## config.mk

```make
export PLATFORM = sky130hd
export DESIGN_NAME = uart_rx_ctrl
export DESIGN_NICKNAME = d
export VERILOG_FILES = /design/src/rtl/uart_rx_ctrl_pkg.sv /design/src/rtl/uart_rx_ctrl_sync_2ff.sv /design/src/rtl/uart_rx_ctrl.sv
export SDC_FILE = /design/constraint.sdc
export NUM_CORES = 1
export LEC_CHECK = 0
export BUFFER_PORTS_ARGS = -buffer_cell sky130_fd_sc_hd__buf_2
export CAP_MARGIN = 20
export CORE_UTILIZATION = 45
export DETAILED_ROUTE_END_ITERATION = 16
export PLACE_DENSITY = 0.61
export SLEW_MARGIN = 20
export SYNTH_ARGS = -nofsm -noshare
export SYNTH_HDL_FRONTEND = slang
export SYNTH_SLANG_ARGS = --single-unit
```

## constraint.sdc

```tcl
create_clock -name clk -period 3.8 [get_ports clk]
set_input_delay 0.76 -clock clk [delete_from_list [all_inputs] [get_ports clk]]
set_output_delay 0.76 -clock clk [all_outputs]
set_load 0.03 [all_outputs]
```

## src/rtl/uart_rx_ctrl_pkg.sv

```systemverilog
// Shared UART receive definitions: FSM state encodings, oversampling
// constants and a helper that sizes the oversample counter.
package uart_rx_ctrl_pkg;

  // FSM state encodings (kept as plain constants so legacy code can reuse them)
  localparam logic [1:0] ST_IDLE  = 2'd0;
  localparam logic [1:0] ST_START = 2'd1;
  localparam logic [1:0] ST_DATA  = 2'd2;
  localparam logic [1:0] ST_STOP  = 2'd3;

  // Oversampling ratio shared with the baud timer configuration
  localparam int OVERSAMPLE = 16;
  // Tick index that lands in the middle of a bit (counted from the falling edge)
  localparam int MID_SAMPLE = OVERSAMPLE / 2 - 1;

  // Oversample counter must reach both OVERSAMPLE-1 and SB_TICK-1
  function automatic int s_width(input int sb_tick);
    return ($clog2(sb_tick) > 4) ? $clog2(sb_tick) : 4;
  endfunction

endpackage : uart_rx_ctrl_pkg

```

## src/rtl/uart_rx_ctrl_sync_2ff.sv

```systemverilog
// Two-flop synchroniser for asynchronous inputs, with a configurable reset
// value so that idle-high lines do not look active while reset is released.
module uart_rx_ctrl_sync_2ff #(
  parameter int               WIDTH     = 1,
  parameter logic [WIDTH-1:0] RESET_VAL = '1
) (
  input  logic             clk,
  input  logic             reset_n,
  input  logic [WIDTH-1:0] d_i,
  output logic [WIDTH-1:0] q_o
);

  logic [WIDTH-1:0] meta_q;
  logic [WIDTH-1:0] sync_q;

  // Shift the asynchronous input through two flops to settle metastability
  always_ff @(posedge clk or negedge reset_n) begin
    if (!reset_n) begin
      meta_q <= RESET_VAL;
      sync_q <= RESET_VAL;
    end else begin
      meta_q <= d_i;
      sync_q <= meta_q;
    end
  end

  assign q_o = sync_q;

endmodule : uart_rx_ctrl_sync_2ff

```

## src/rtl/uart_rx_ctrl.sv

```systemverilog
// UART receive sequencer. Runs off the 16x oversampling tick from the baud
// timer: validates the start bit at mid-bit, samples each data bit (LSB
// first) at mid-bit, checks the stop bit and publishes the word with a
// single-cycle done strobe.
module uart_rx_ctrl
  import uart_rx_ctrl_pkg::*;
#(
  parameter int DBIT    = 8,   // data bits per frame, 5..9
  parameter int SB_TICK = 16   // oversample ticks spanning the stop bit(s)
) (
  input  logic            clk,
  input  logic            reset_n,
  input  logic            rx,
  input  logic            s_tick,
  output logic [DBIT-1:0] rx_dout,
  output logic            rx_done_tick,
  output logic            frame_err,
  output logic            busy
);

  localparam int SW = s_width(SB_TICK);
  localparam int NW = $clog2(DBIT);

  localparam logic [SW-1:0] S_MID  = SW'(MID_SAMPLE);
  localparam logic [SW-1:0] S_BIT  = SW'(OVERSAMPLE - 1);
  localparam logic [SW-1:0] S_STOP = SW'(SB_TICK - 1);
  localparam logic [NW-1:0] N_LAST = NW'(DBIT - 1);

  logic            rx_s;

  logic [1:0]      state_q, state_d;
  logic [SW-1:0]   s_q, s_d;
  logic [NW-1:0]   n_q, n_d;
  logic [DBIT-1:0] b_q, b_d;
  logic [DBIT-1:0] dout_q, dout_d;
  logic            done_q, done_d;
  logic            ferr_q, ferr_d;
  logic            busy_q;

  // The serial line idles high, so the synchroniser resets to 1
  uart_rx_ctrl_sync_2ff #(
    .WIDTH     (1),
    .RESET_VAL (1'b1)
  ) u_rx_sync (
    .clk     (clk),
    .reset_n (reset_n),
    .d_i     (rx),
    .q_o     (rx_s)
  );

  // Next-state logic: counters only move on oversample ticks
  always_comb begin
    state_d = state_q;
    s_d     = s_q;
    n_d     = n_q;
    b_d     = b_q;
    dout_d  = dout_q;
    ferr_d  = ferr_q;
    done_d  = 1'b0;

    case (state_q)
      ST_IDLE: begin
        // Start-edge detection is immediate; s_tick is not needed here
        if (!rx_s) begin
          state_d = ST_START;
          s_d     = '0;
        end
      end

      ST_START: begin
        if (s_tick) begin
          if (s_q == S_MID) begin
            if (!rx_s) begin
              state_d = ST_DATA;
              s_d     = '0;
              n_d     = '0;
            end else begin
              // Line went back high before mid start bit: treat as noise
              state_d = ST_IDLE;
            end
          end else begin
            s_d = s_q + 1'b1;
          end
        end
      end

      ST_DATA: begin
        if (s_tick) begin
          if (s_q == S_BIT) begin
            s_d = '0;
            b_d = {rx_s, b_q[DBIT-1:1]};
            if (n_q == N_LAST) begin
              state_d = ST_STOP;
            end else begin
              n_d = n_q + 1'b1;
            end
          end else begin
            s_d = s_q + 1'b1;
          end
        end
      end

      ST_STOP: begin
        if (s_tick) begin
          if (s_q == S_STOP) begin
            dout_d  = b_q;
            ferr_d  = ~rx_s;
            done_d  = 1'b1;
            state_d = ST_IDLE;
          end else begin
            s_d = s_q + 1'b1;
          end
        end
      end

      default: begin
        state_d = ST_IDLE;
      end
    endcase
  end

  // FSM, counters, shift register and published outputs
  always_ff @(posedge clk or negedge reset_n) begin
    if (!reset_n) begin
      state_q <= ST_IDLE;
      s_q     <= '0;
      n_q     <= '0;
      b_q     <= '0;
      dout_q  <= '0;
      done_q  <= 1'b0;
      ferr_q  <= 1'b0;
    end else begin
      state_q <= state_d;
      s_q     <= s_d;
      n_q     <= n_d;
      b_q     <= b_d;
      dout_q  <= dout_d;
      done_q  <= done_d;
      ferr_q  <= ferr_d;
    end
  end

  // Busy tracks the registered state one clk late so it still covers the done strobe
  always_ff @(posedge clk or negedge reset_n) begin
    if (!reset_n) begin
      busy_q <= 1'b0;
    end else begin
      busy_q <= (state_q != ST_IDLE);
    end
  end

  assign rx_dout      = dout_q;
  assign rx_done_tick = done_q;
  assign frame_err    = ferr_q;
  assign busy         = busy_q;

endmodule : uart_rx_ctrl
```

==> results of run 1 <==
==> power by group <==
part | total (uW) | switching, uW | leakage (uW) | internal (uW)
logic | 185 | 91.0 | 0.000327 | 93.6
clock network | 224 | 98.0 | 0.0000446 | 126
registers | 422 | 66.6 | 0.000388 | 356
==> sequential cells by signal, indices dropped and copies added, names as in the netlist, named ones only <==
register	flops
b_q	8
busy	1
frame_err	1
n_q	3
rx_done_tick	1
rx_dout	8
s_q	4
state_q	1
u_rx_sync.meta_q	1
u_rx_sync.q_o	1
==> kinds of logic after synthesis <==
family                   count (synthesis)  synth area share
AO/OA/AOI/OAI                           15            0.0806
adder cells (fa/ha/maj)                  3            0.0272
buffers and inverters                    8            0.0299
flip-flops                              30             0.545
multiplexers                            21             0.171
AND/OR/NAND/NOR                         30             0.146
==> worst max-delay path by stage <==
| stage | end | slack [ps] | depth (start not counted) |
|---|---|---|---|
| after CTS | rx_dout[7]$_DFFE_PN0P_ | 2030 | 4 |
| final | s_q[0]$_DFFE_PN0P_ | 2040 | 4 |
| after floorplan | s_q[0]$_DFFE_PN0P_ | 1960 | 5 |
| after global placement | s_q[0]$_DFFE_PN0P_ | 1890 | 5 |
| after global routing | n_q[1]$_DFFE_PN0P_ | 1900 | 5 |
| after detailed placement | s_q[0]$_DFFE_PN0P_ | 1850 | 5 |
==> per-layer routing <==
layer	routed length, um	up-vias	track usage
met5	0	-	0
met3	75	2	0.0476
met1	990	411	0.196
li1	-	418	-
met4	15	0	0.0836
met2	973	15	0.229
==> Yosys cell counts <==
library cell / n
dfrtp_1: 28
mux2_2: 16
nand2_1: 9
o21ai_0: 4
a22o_1: 3
buf_2: 3
ha_1: 3
mux2i_1: 3
nor2_1: 3
a21oi_1: 2
a221o_1: 2
buf_4: 2
dfstp_2: 2
inv_1: 2
nand3_1: 2
nor2_4: 2
a31oi_1: 1
and2_1: 1
and3_1: 1
and3b_1: 1
inv_2: 1
mux2_1: 1
mux2_4: 1
nand2b_1: 1
nand3_2: 1
nand3_4: 1
nand3b_1: 1
nand3b_2: 1
nand4_1: 1
nor2b_4: 1
nor3_2: 1
o21a_1: 1
o22ai_1: 1
o2bb2ai_2: 1
or2_2: 1
or3_1: 1
or4_1: 1
==> cell usage in the layout (no fill, tap or decap), types with 2 or more instances in the layout <==
cell	netlist	routed
dfstp_2	2	2
dfrtp_1	28	28
nor2_1	3	3
a21oi_1	2	2
nor2_4	2	2
ha_1	3	3
nand3_1	2	2
nand2_1	9	9
inv_1	2	2
o21ai_0	4	4
a22o_1	3	3
buf_2	3	14
mux2_2	16	16
a221o_1	2	2
mux2i_1	3	3
clkbuf_4	0	5
clkbuf_8	0	3
==> per-stage QoR <==
stage           util  setup slack [ps]  hold WS, ps
5_1_grt        0.544              1900          371
6_report       0.544              2040          365
3_5_place_dp   0.516              1850          352
3_3_place_gp   0.516              1890          346
4_1_cts        0.544              2030          368
2_1_floorplan      -              1960          345
==> final cells by class <==
class                   instances  area (um2)  area share
inverters                       3        11.3     0.00732
repair buffers                 14        70.1      0.0455
clock buffers                   8        78.8      0.0512
multi-input cells              69         587       0.381
flip-flops and latches         30         753       0.489
well taps                      31        38.8      0.0252
==> impl_metrics.json, run 1 <==
{
  "crit_slowest_cell": "dfrtp_1",
  "path_cells": "ha_1 > and3b_1 > a221o_1 > mux2_4",
  "cts_buffer_depth": 2,
  "rsz0062_at_grt": "no",
  "gr-total-overflow": 0,
  "stdcell_area_mm2": 0.00154,
  "core_mm2": 0.00283,
  "fp.dieW_um": 57.4,
  "netlist_instances": 107,
  "place_hpwl_um": 1440,
  "grt_pass1_vias": 837,
  "placed_area_mm2": 0.00146,
  "cp_data_arrival_time_ps": 1960,
  "rows": 19,
  "drtPass1Iterations": 10,
  "fin_tns_setup_ps": 0,
  "fmax_mhz": 569,
  "cts_resized": 0,
  "ant_nets": 0,
  "power_density_mw_per_mm2": 540,
  "hold_viol_final": 0,
  "r2r_cells": 4,
  "worst-path-buf-inv": 0,
  "whs_endpoint": "u_rx_sync.q_o$_DFF_PN1_",
  "startpoint": "s_q[0]$_DFFE_PN0P_",
  "syn_area_per_cell_um2": 12.9,
  "syn_to_final_growth_pct": 11.4,
  "reg2reg_from": "s_q[0]$_DFFE_PN0P_",
  "syn-cell-area_mm2": 0.00138,
  "tightest_slew_ps": 627,
  "first_iter_violations": 15,
  "r2r_slack_ps": 2040,
  "portBuffers": 14,
  "wl_um": 2060,
  "grt_usage": 0.153,
  "yosys.area.top_type": "dfrtp_1",
  "ys_top_cells_by_area": "dfrtp_1, mux2_2, dfstp_2, ha_1, nand2_1",
  "num_antenna_cells": 0,
  "cp-end-kind": "register",
  "cts_buffers": 5,
  "yosysUniqueCellTypes": 37,
  "clk_latency_ps": 310,
  "relSlewSlack": 0.582,
  "n_fill_cell": 245,
  "cts_tree": "built",
  "fin_crit_sh": 0.462,
  "cts_setup_buffers": 0,
  "wl_per_cell_um": 13.3,
  "hold_start": "u_rx_sync.meta_q$_DFF_PN1_",
  "r2r-end": "s_q[0]$_DFFE_PN0P_",
  "holdPathStages": 0,
  "initial_utilization": 0.488,
  "dp_cells": 147,
  "fin_crit_ps": 1760,
  "drive_above_1_share": 0.411,
  "clk_pin_slew_ps": 90,
  "gp_congestion": 0.781,
  "drv_slew": 0,
  "start_kind": "register",
  "critPathMaxFanout": 7,
  "p_leak_uw": 0.000760,
  "ios": 15,
  "drv_cap": 0,
  "power_uw": 831,
  "grt_max_degree": 31,
  "max_stage_delay_ps": 420,
  "synth-seq-area-share": 0.545,
  "final_nets": 130,
  "grt_pass1_wl_um": 3730,
  "violations": "DRC",
  "required_ps": 4000,
  "dieArea_mm2": 0.00330,
  "status": "finished, violations left",
  "via_per_inst": 5.46,
  "worst_clock_skew_ps": 5.89,
  "crit_family": "flip-flops",
  "fin_cells": 155,
  "h-tree-depth": 2,
  "vias": 846,
  "cts_num_sinks": 30,
  "yosysWarnings": 0,
  "peakVddDrop_uv": 277,
  "critical_path_class": "register to register",
  "setup_violations": 0,
  "synth_nets": 114,
  "route.detailed.drc": 1,
  "antenna_found_initial": 0,
  "hold_buffers": 0,
  "synth-seq-cells": 30,
  "hold_path.class": "register to register",
  "cts_root_buf": "clkbuf_4",
  "die_h_um": 57.4,
  "netlist.area_leader.share": 0.507
}
Power figures use the tool's default switching activity.
==> run 2, diff against run 1 <==
--- a/config.mk
+++ b/config.mk
@@ -5,11 +5,12 @@
 export SDC_FILE = /design/constraint.sdc
 export NUM_CORES = 1
 export LEC_CHECK = 0
+export ABC_AREA = 1
 export BUFFER_PORTS_ARGS = -buffer_cell sky130_fd_sc_hd__buf_2
 export CAP_MARGIN = 20
 export CORE_UTILIZATION = 45
 export DETAILED_ROUTE_END_ITERATION = 16
-export PLACE_DENSITY = 0.61
+export PLACE_DENSITY = 0.63
 export SLEW_MARGIN = 20
 export SYNTH_ARGS = -nofsm -noshare
 export SYNTH_HDL_FRONTEND = slang
==> constraint.sdc (replaced) <==
create_clock -name clk -period 1.6 [get_ports clk]
set_input_delay 0.32 -clock clk [delete_from_list [all_inputs] [get_ports clk]]
set_output_delay 0.32 -clock clk [all_outputs]
set_load 0.03 [all_outputs]
==> impl_metrics.json, run 2 <==
{
  "status": "complete, no violations",
  "setup_violations": 0,
  "gp_congestion": 0.854,
  "cts_setup_buffers": 0,
  "peakVddDrop_uv": 574,
  "syn_area_per_cell_um2": 8.86,
  "start_kind": "register",
  "first_iter_violations": 59,
  "cp_data_arrival_time_ps": 1650,
  "cts_buffer_depth": 2,
  "synth-edff-count": 0,
  "grt_usage": 0.168,
  "clk_latency_ps": 320,
  "clk_pin_slew_ps": 90,
  "yosysWarnings": 0,
  "use_met1": 0.212,
  "fmax_mhz": 688,
  "setup_slack_ps": 146,
  "yosys.area.top_type": "dfrtp_1",
  "synth-seq-area-share": 0.555,
  "yosysMostFrequentCell": "nand2_1",
  "synth-seq-cells": 30,
  "cts_buffers": 5,
  "syn_to_final_growth_pct": 12.1,
  "worst_clock_skew_ps": 9.19,
  "drv_cap": 0,
  "num_antenna_cells": 0,
  "yosysUniqueCellTypes": 17,
  "vias": 1008,
  "async_flop_share": 1.00,
  "critPathMaxFanout": 4,
  "syn-cell-area_mm2": 0.00136,
  "final_nets": 178,
  "netlist.area_leader.share": 0.517,
  "final_cell_mix": "nand2_1, dfrtp_1, o21ai_0",
  "antenna_found_initial": 0,
  "hold_path.class": "input pin to async pin",
  "cts_root_buf": "clkbuf_4",
  "dp_slack_ps": 122,
  "rsz0062_at_grt": "yes",
  "place_hpwl_um": 1610,
  "ant_nets": 0,
  "fin_crit_sh": 0.909,
  "synth-main-ff-cell": "dfrtp_1",
  "tightest_slew_ps": 631,
  "dieArea_mm2": 0.00324,
  "power_density_mw_per_mm2": 1430,
  "cts_tree": "built",
  "p_leak_uw": 0.000803,
  "critical_path_class": "register to register",
  "fp.dieW_um": 56.9,
  "gr-total-overflow": 0,
  "required_ps": 1800,
  "rows": 19,
  "via_per_inst": 4.97,
  "drive_above_1_share": 0.203,
  "die_h_um": 56.9,
  "drv_slew": 0,
  "drtPass1Iterations": 4,
  "mostFrequentLayoutCell": "nand2_1",
  "synth_nets": 160,
  "core_mm2": 0.00281,
  "portBuffers": 14,
  "wl_um": 2210,
  "ys_top_cells_by_area": "dfrtp_1, nand2_1, o21ai_0, inv_1, dfstp_2",
  "route.detailed.drc": 0,
  "fin_crit_ps": 1450,
  "h-tree-depth": 2,
  "synth_commonest_cells": "nand2_1, dfrtp_1, o21ai_0",
  "initial_utilization": 0.483,
  "ios": 15,
  "relSlewSlack": 0.579,
  "netlist_instances": 153,
  "use_met2": 0.249,
  "grt_use_met3": 0.0645,
  "power_uw": 2170,
  "wl_per_cell_um": 10.9,
  "hold_viol_final": 0,
  "grt_busiest_layer": "met2",
  "grt_pass1_vias": 941,
  "cp-end-kind": "register",
  "grt_max_degree": 31,
  "grt_pass1_wl_um": 4040,
  "cts_num_sinks": 30
}
run 2: logic make-up after synthesis:
group	count (synthesis)	share of synthesized area
AOI/OAI and AO/OA	24	0.0941
xor gates and xnor gates	2	0.0129
DFF	30	0.555
and+or+nand+nor	72	0.232
buffers and inverters	22	0.0784
adders and majority gates	3	0.0277
run 2: what timing repair did:
action | 4_1_cts | 5_1_grt
endpoints found under the hold margin | 0 | 0
resized for setup | 0 | 5
setup endpoints to repair | 0 | 10
hold buffers | 0 | 0
run 2: area by class of cell:
| cell class | count | area, um2 |
|---|---|---|
| timing repair buffer | 15 | 81.3 |
| fill | 254 | 1280 |
| sequential | 30 | 753 |
| clock inverter | 1 | 30.0 |
| clock buffer | 7 | 45.0 |
| inverter | 18 | 67.6 |
| multi-input combinational | 101 | 504 |
| tap | 31 | 38.8 |
run 2: power by group:
group	total (uW)	switching, uW	internal (uW)
Clock	577	246	331
Combinational	586	391	195
Sequential	1010	132	875
run 2: metal layers:
| layer | vias up | part of all wire |
|---|---|---|
| met5 | - | 0 |
| li1 | 515 | - |
| met2 | 23 | 0.46 |
| met4 | 0 | 0.0099 |
| met1 | 468 | 0.49 |
| met3 | 2 | 0.039 |
run 2: stage by stage:
step | hold slack, ps | util | cell area [um2] | TNS [ps] | std cells
finish | 5.30 | 0.542 | 1520 | 0 | 203
global route | 58.5 | 0.542 | 1520 | -11.0 | 203
CTS | 27.9 | 0.538 | 1510 | 0 | 203
detailed placement | 348 | 0.511 | 1430 | 0 | 195
global placement | 346 | 0.511 | 1430 | 0 | 195
floorplan | 24.4 | - | 1360 | 0 | 153
run 2: final timing paths:
| path | start | endpoint | slack [ps] | depth (start not counted) |
|---|---|---|---|---|
| setup / recovery | s_q[0]$_DFFE_PN0P_ | s_q[0]$_DFFE_PN0P_ | 150 | 7 |
| hold / removal | reset_n | busy$_DFF_PN0_ | 5 | 1 |
| setup reg to reg | s_q[0]$_DFFE_PN0P_ | s_q[0]$_DFFE_PN0P_ | 150 | 7 |
| hold reg to reg | u_rx_sync.meta_q$_DFF_PN1_ | u_rx_sync.q_o$_DFF_PN1_ | 360 | 0 |
| max in group asynchronous | reset_n | rx_done_tick$_DFF_PN0_ | 1170 | 1 |
| min in group clk | rx | u_rx_sync.meta_q$_DFF_PN1_ | 100 | 1 |
run 2: worst max-delay path: stages, from the launching register on:
cell and delay (ps):
dfrtp_1 420, ha_1 260, nand3_1 140, nor2_2 50, nor2_1 190, nand2_1 140, nand2_1 70, o21ai_0 70
==> run 3, diff against run 2 <==
--- a/config.mk
+++ b/config.mk
@@ -8,10 +8,12 @@
 export ABC_AREA = 1
 export BUFFER_PORTS_ARGS = -buffer_cell sky130_fd_sc_hd__buf_2
 export CAP_MARGIN = 20
+export CORE_MARGIN = 1
 export CORE_UTILIZATION = 45
 export DETAILED_ROUTE_END_ITERATION = 16
 export PLACE_DENSITY = 0.63
 export SLEW_MARGIN = 20
 export SYNTH_ARGS = -nofsm -noshare
 export SYNTH_HDL_FRONTEND = slang
+export SYNTH_HIERARCHICAL = 1
 export SYNTH_SLANG_ARGS = --single-unit
==> impl_metrics.json, run 3 <==
{
  "hold_viol_final": 0,
  "clk_pin_slew_ps": 90,
  "num_antenna_cells": 0,
  "final_cell_mix": "nand2_1, dfrtp_1, inv_1",
  "grt_max_degree": 31,
  "ant_nets": 0,
  "start_kind": "register",
  "cp-end-kind": "register",
  "yosysUniqueCellTypes": 20,
  "first_iter_violations": 45,
  "cts_buffer_depth": 2,
  "synth-seq-cells": 30,
  "power.share.sequential": 0.449,
  "hold_path.class": "input pin to async pin",
  "netlist_instances": 164,
  "drtPass1Iterations": 4,
  "mostFrequentLayoutCell": "nand2_1",
  "ys_top_cells_by_area": "dfrtp_1, nand2_1, o21ai_2, inv_1, dfstp_2",
  "cts_root_buf": "clkbuf_4",
  "p_comb_frac": 0.335,
  "synth_nets": 171,
  "antenna_found_initial": 0,
  "tightest_slew_ps": 641,
  "power_density_mw_per_mm2": 1320,
  "peakVddDrop_uv": 598,
  "critical_path_class": "register to register",
  "p_leak_uw": 0.000844,
  "place_hpwl_um": 1720,
  "relSlewSlack": 0.572,
  "fin_util": 0.532,
  "async_flop_share": 1.00,
  "vias": 1075,
  "wl_per_cell_um": 10.4,
  "rows": 20,
  "yosysWarnings": 6,
  "initial_utilization": 0.476,
  "critPathMaxFanout": 18,
  "synth-edff-count": 0,
  "p_sw_frac": 0.389,
  "yosysMostFrequentCell": "nand2_1",
  "p_clk_frac": 0.216,
  "dieArea_mm2": 0.00346,
  "cts_tree": "built",
  "reg2reg_from": "s_q[0]$_DFFE_PN0P_",
  "fp.dieW_um": 58.8,
  "final_nets": 190,
  "netlist.area_leader.share": 0.482,
  "hold_buffers": 0,
  "setup_violations": 0,
  "h-tree-depth": 2,
  "status": "complete, no violations",
  "power_uw": 2140,
  "ios": 15,
  "core_mm2": 0.00305,
  "worst_clock_skew_ps": 6.46,
  "synth-main-ff-cell": "dfrtp_1",
  "drive_above_1_share": 0.277,
  "via_per_inst": 4.71,
  "r2r_cells": 6,
  "grt_pass1_wl_um": 4240,
  "syn-cell-area_mm2": 0.00145,
  "fmax_mhz": 661,
  "r2r_slack_ps": 90,
  "drv_cap": 0,
  "portBuffers": 14,
  "cts_num_sinks": 30,
  "rsz0062_at_grt": "yes",
  "gp_congestion": 0.817,
  "drv_slew": 0,
  "synth-seq-area-share": 0.518,
  "required_ps": 1800,
  "gr-total-overflow": 0,
  "netSwitchingPower_uw": 833,
  "fin_crit_ps": 1510,
  "r2r-end": "rx_dout[2]$_DFFE_PN0P_",
  "grt_usage": 0.165,
  "route.detailed.drc": 0,
  "syn_to_final_growth_pct": 11.8,
  "wl_um": 2380,
  "yosys.area.top_type": "dfrtp_1",
  "fin_crit_sh": 0.946,
  "cts_buffers": 5,
  "syn_area_per_cell_um2": 8.87,
  "cp_data_arrival_time_ps": 1720,
  "grt_pass1_vias": 992,
  "synth_commonest_cells": "nand2_1, dfrtp_1, inv_1",
  "power.internal_uw": 1310,
  "die_h_um": 58.8,
  "clk_latency_ps": 320
}
-- run 3: cell types whose count changed after synthesis, moves of 2 or more --
cell,before,now
o21ai_1,0,2
o21ai_2,2,17
nor2_4,0,2
nand3_1,8,10
o21ai_0,21,2
inv_1,18,20
xor2_1,2,0
nor2_1,7,3
nand2_1,48,60
nand2_2,5,3
-- run 3: worst max-delay path, cell delays in order, from the launching register on --
cell and delay [ps]:
dfrtp_1 410, ha_2 240, nand3_2 130, nor2_4 140
nand2_2 260, nand2_1 160, o21ai_2 60
-- run 3: worst max-delay path by stage --
stage,startpoint,endpoint,cells after the start
after floorplan,s_q[0]$_DFFE_PN0P_,s_q[2]$_DFFE_PN0P_,9
after global placement,s_q[0]$_DFFE_PN0P_,rx_dout[7]$_DFFE_PN0P_,6
after detailed placement,s_q[0]$_DFFE_PN0P_,rx_dout[2]$_DFFE_PN0P_,6
after CTS,s_q[0]$_DFFE_PN0P_,rx_dout[2]$_DFFE_PN0P_,6
after global routing,s_q[0]$_DFFE_PN0P_,rx_dout[2]$_DFFE_PN0P_,6
final,s_q[0]$_DFFE_PN0P_,rx_dout[2]$_DFFE_PN0P_,6
-- run 3: routing by layer --
metal  wire length (um)  vias to the layer above  global-route usage
li1                   -                      552                   -
met1               1130                      493               0.206
met2               1110                       25               0.261
met3                106                        5              0.0593
met4                 37                        0              0.0612
met5                  0                        -                   0
-- run 3: power by group through the flow --
stage / Clock, uW / Combinational, uW / Sequential (uW)
2_1_floorplan: 0 / 555 / 953
3_3_place_gp: 0 / 640 / 969
6_report: 463 / 718 / 962
3_5_place_dp: 0 / 659 / 973
5_1_grt: 515 / 840 / 976
4_1_cts: 479 / 662 / 958
-- run 3: what timing repair did --
action                                  CTS  global route
gates resized for setup                   0             3
setup buffers                             0             1
endpoints found under the setup margin    0            22
-- run 3: area by class of cell --
class / count / area [um2]
clock inverter: 1 / 5.00
sequential: 30 / 753
inverter: 21 / 78.8
multi-input combinational: 110 / 601
tap: 44 / 55.1
timing repair buffer: 15 / 77.6
clock buffer: 7 / 55.1
fill: 300 / 1430
-- run 3: kinds of logic after synthesis --
logic type | Yosys count | share of synthesized area
AND/OR/NAND/NOR | 83 | 0.250
flip-flops | 30 | 0.518
AO/OA/AOI/OAI | 24 | 0.128
buffers and inverters | 24 | 0.0774
adder cells (fa/ha/maj) | 3 | 0.0258
-- run 3: stage by stage --
| stage | hold WS, ps | std cells | instance area, um2 | setup slack [ps] | TNS [ps] |
|---|---|---|---|---|---|
| after floorplan | 24.4 | 164 | 1450 | 242 | 0 |
| after global placement | 348 | 219 | 1550 | 118 | 0 |
| after detailed placement | 349 | 219 | 1550 | 80.5 | 0 |
| after CTS | 27.0 | 227 | 1610 | 68.8 | 0 |
| after global routing | 53.8 | 228 | 1630 | -46.0 | -345 |
| final | 15.9 | 228 | 1630 | 86.7 | 0 |
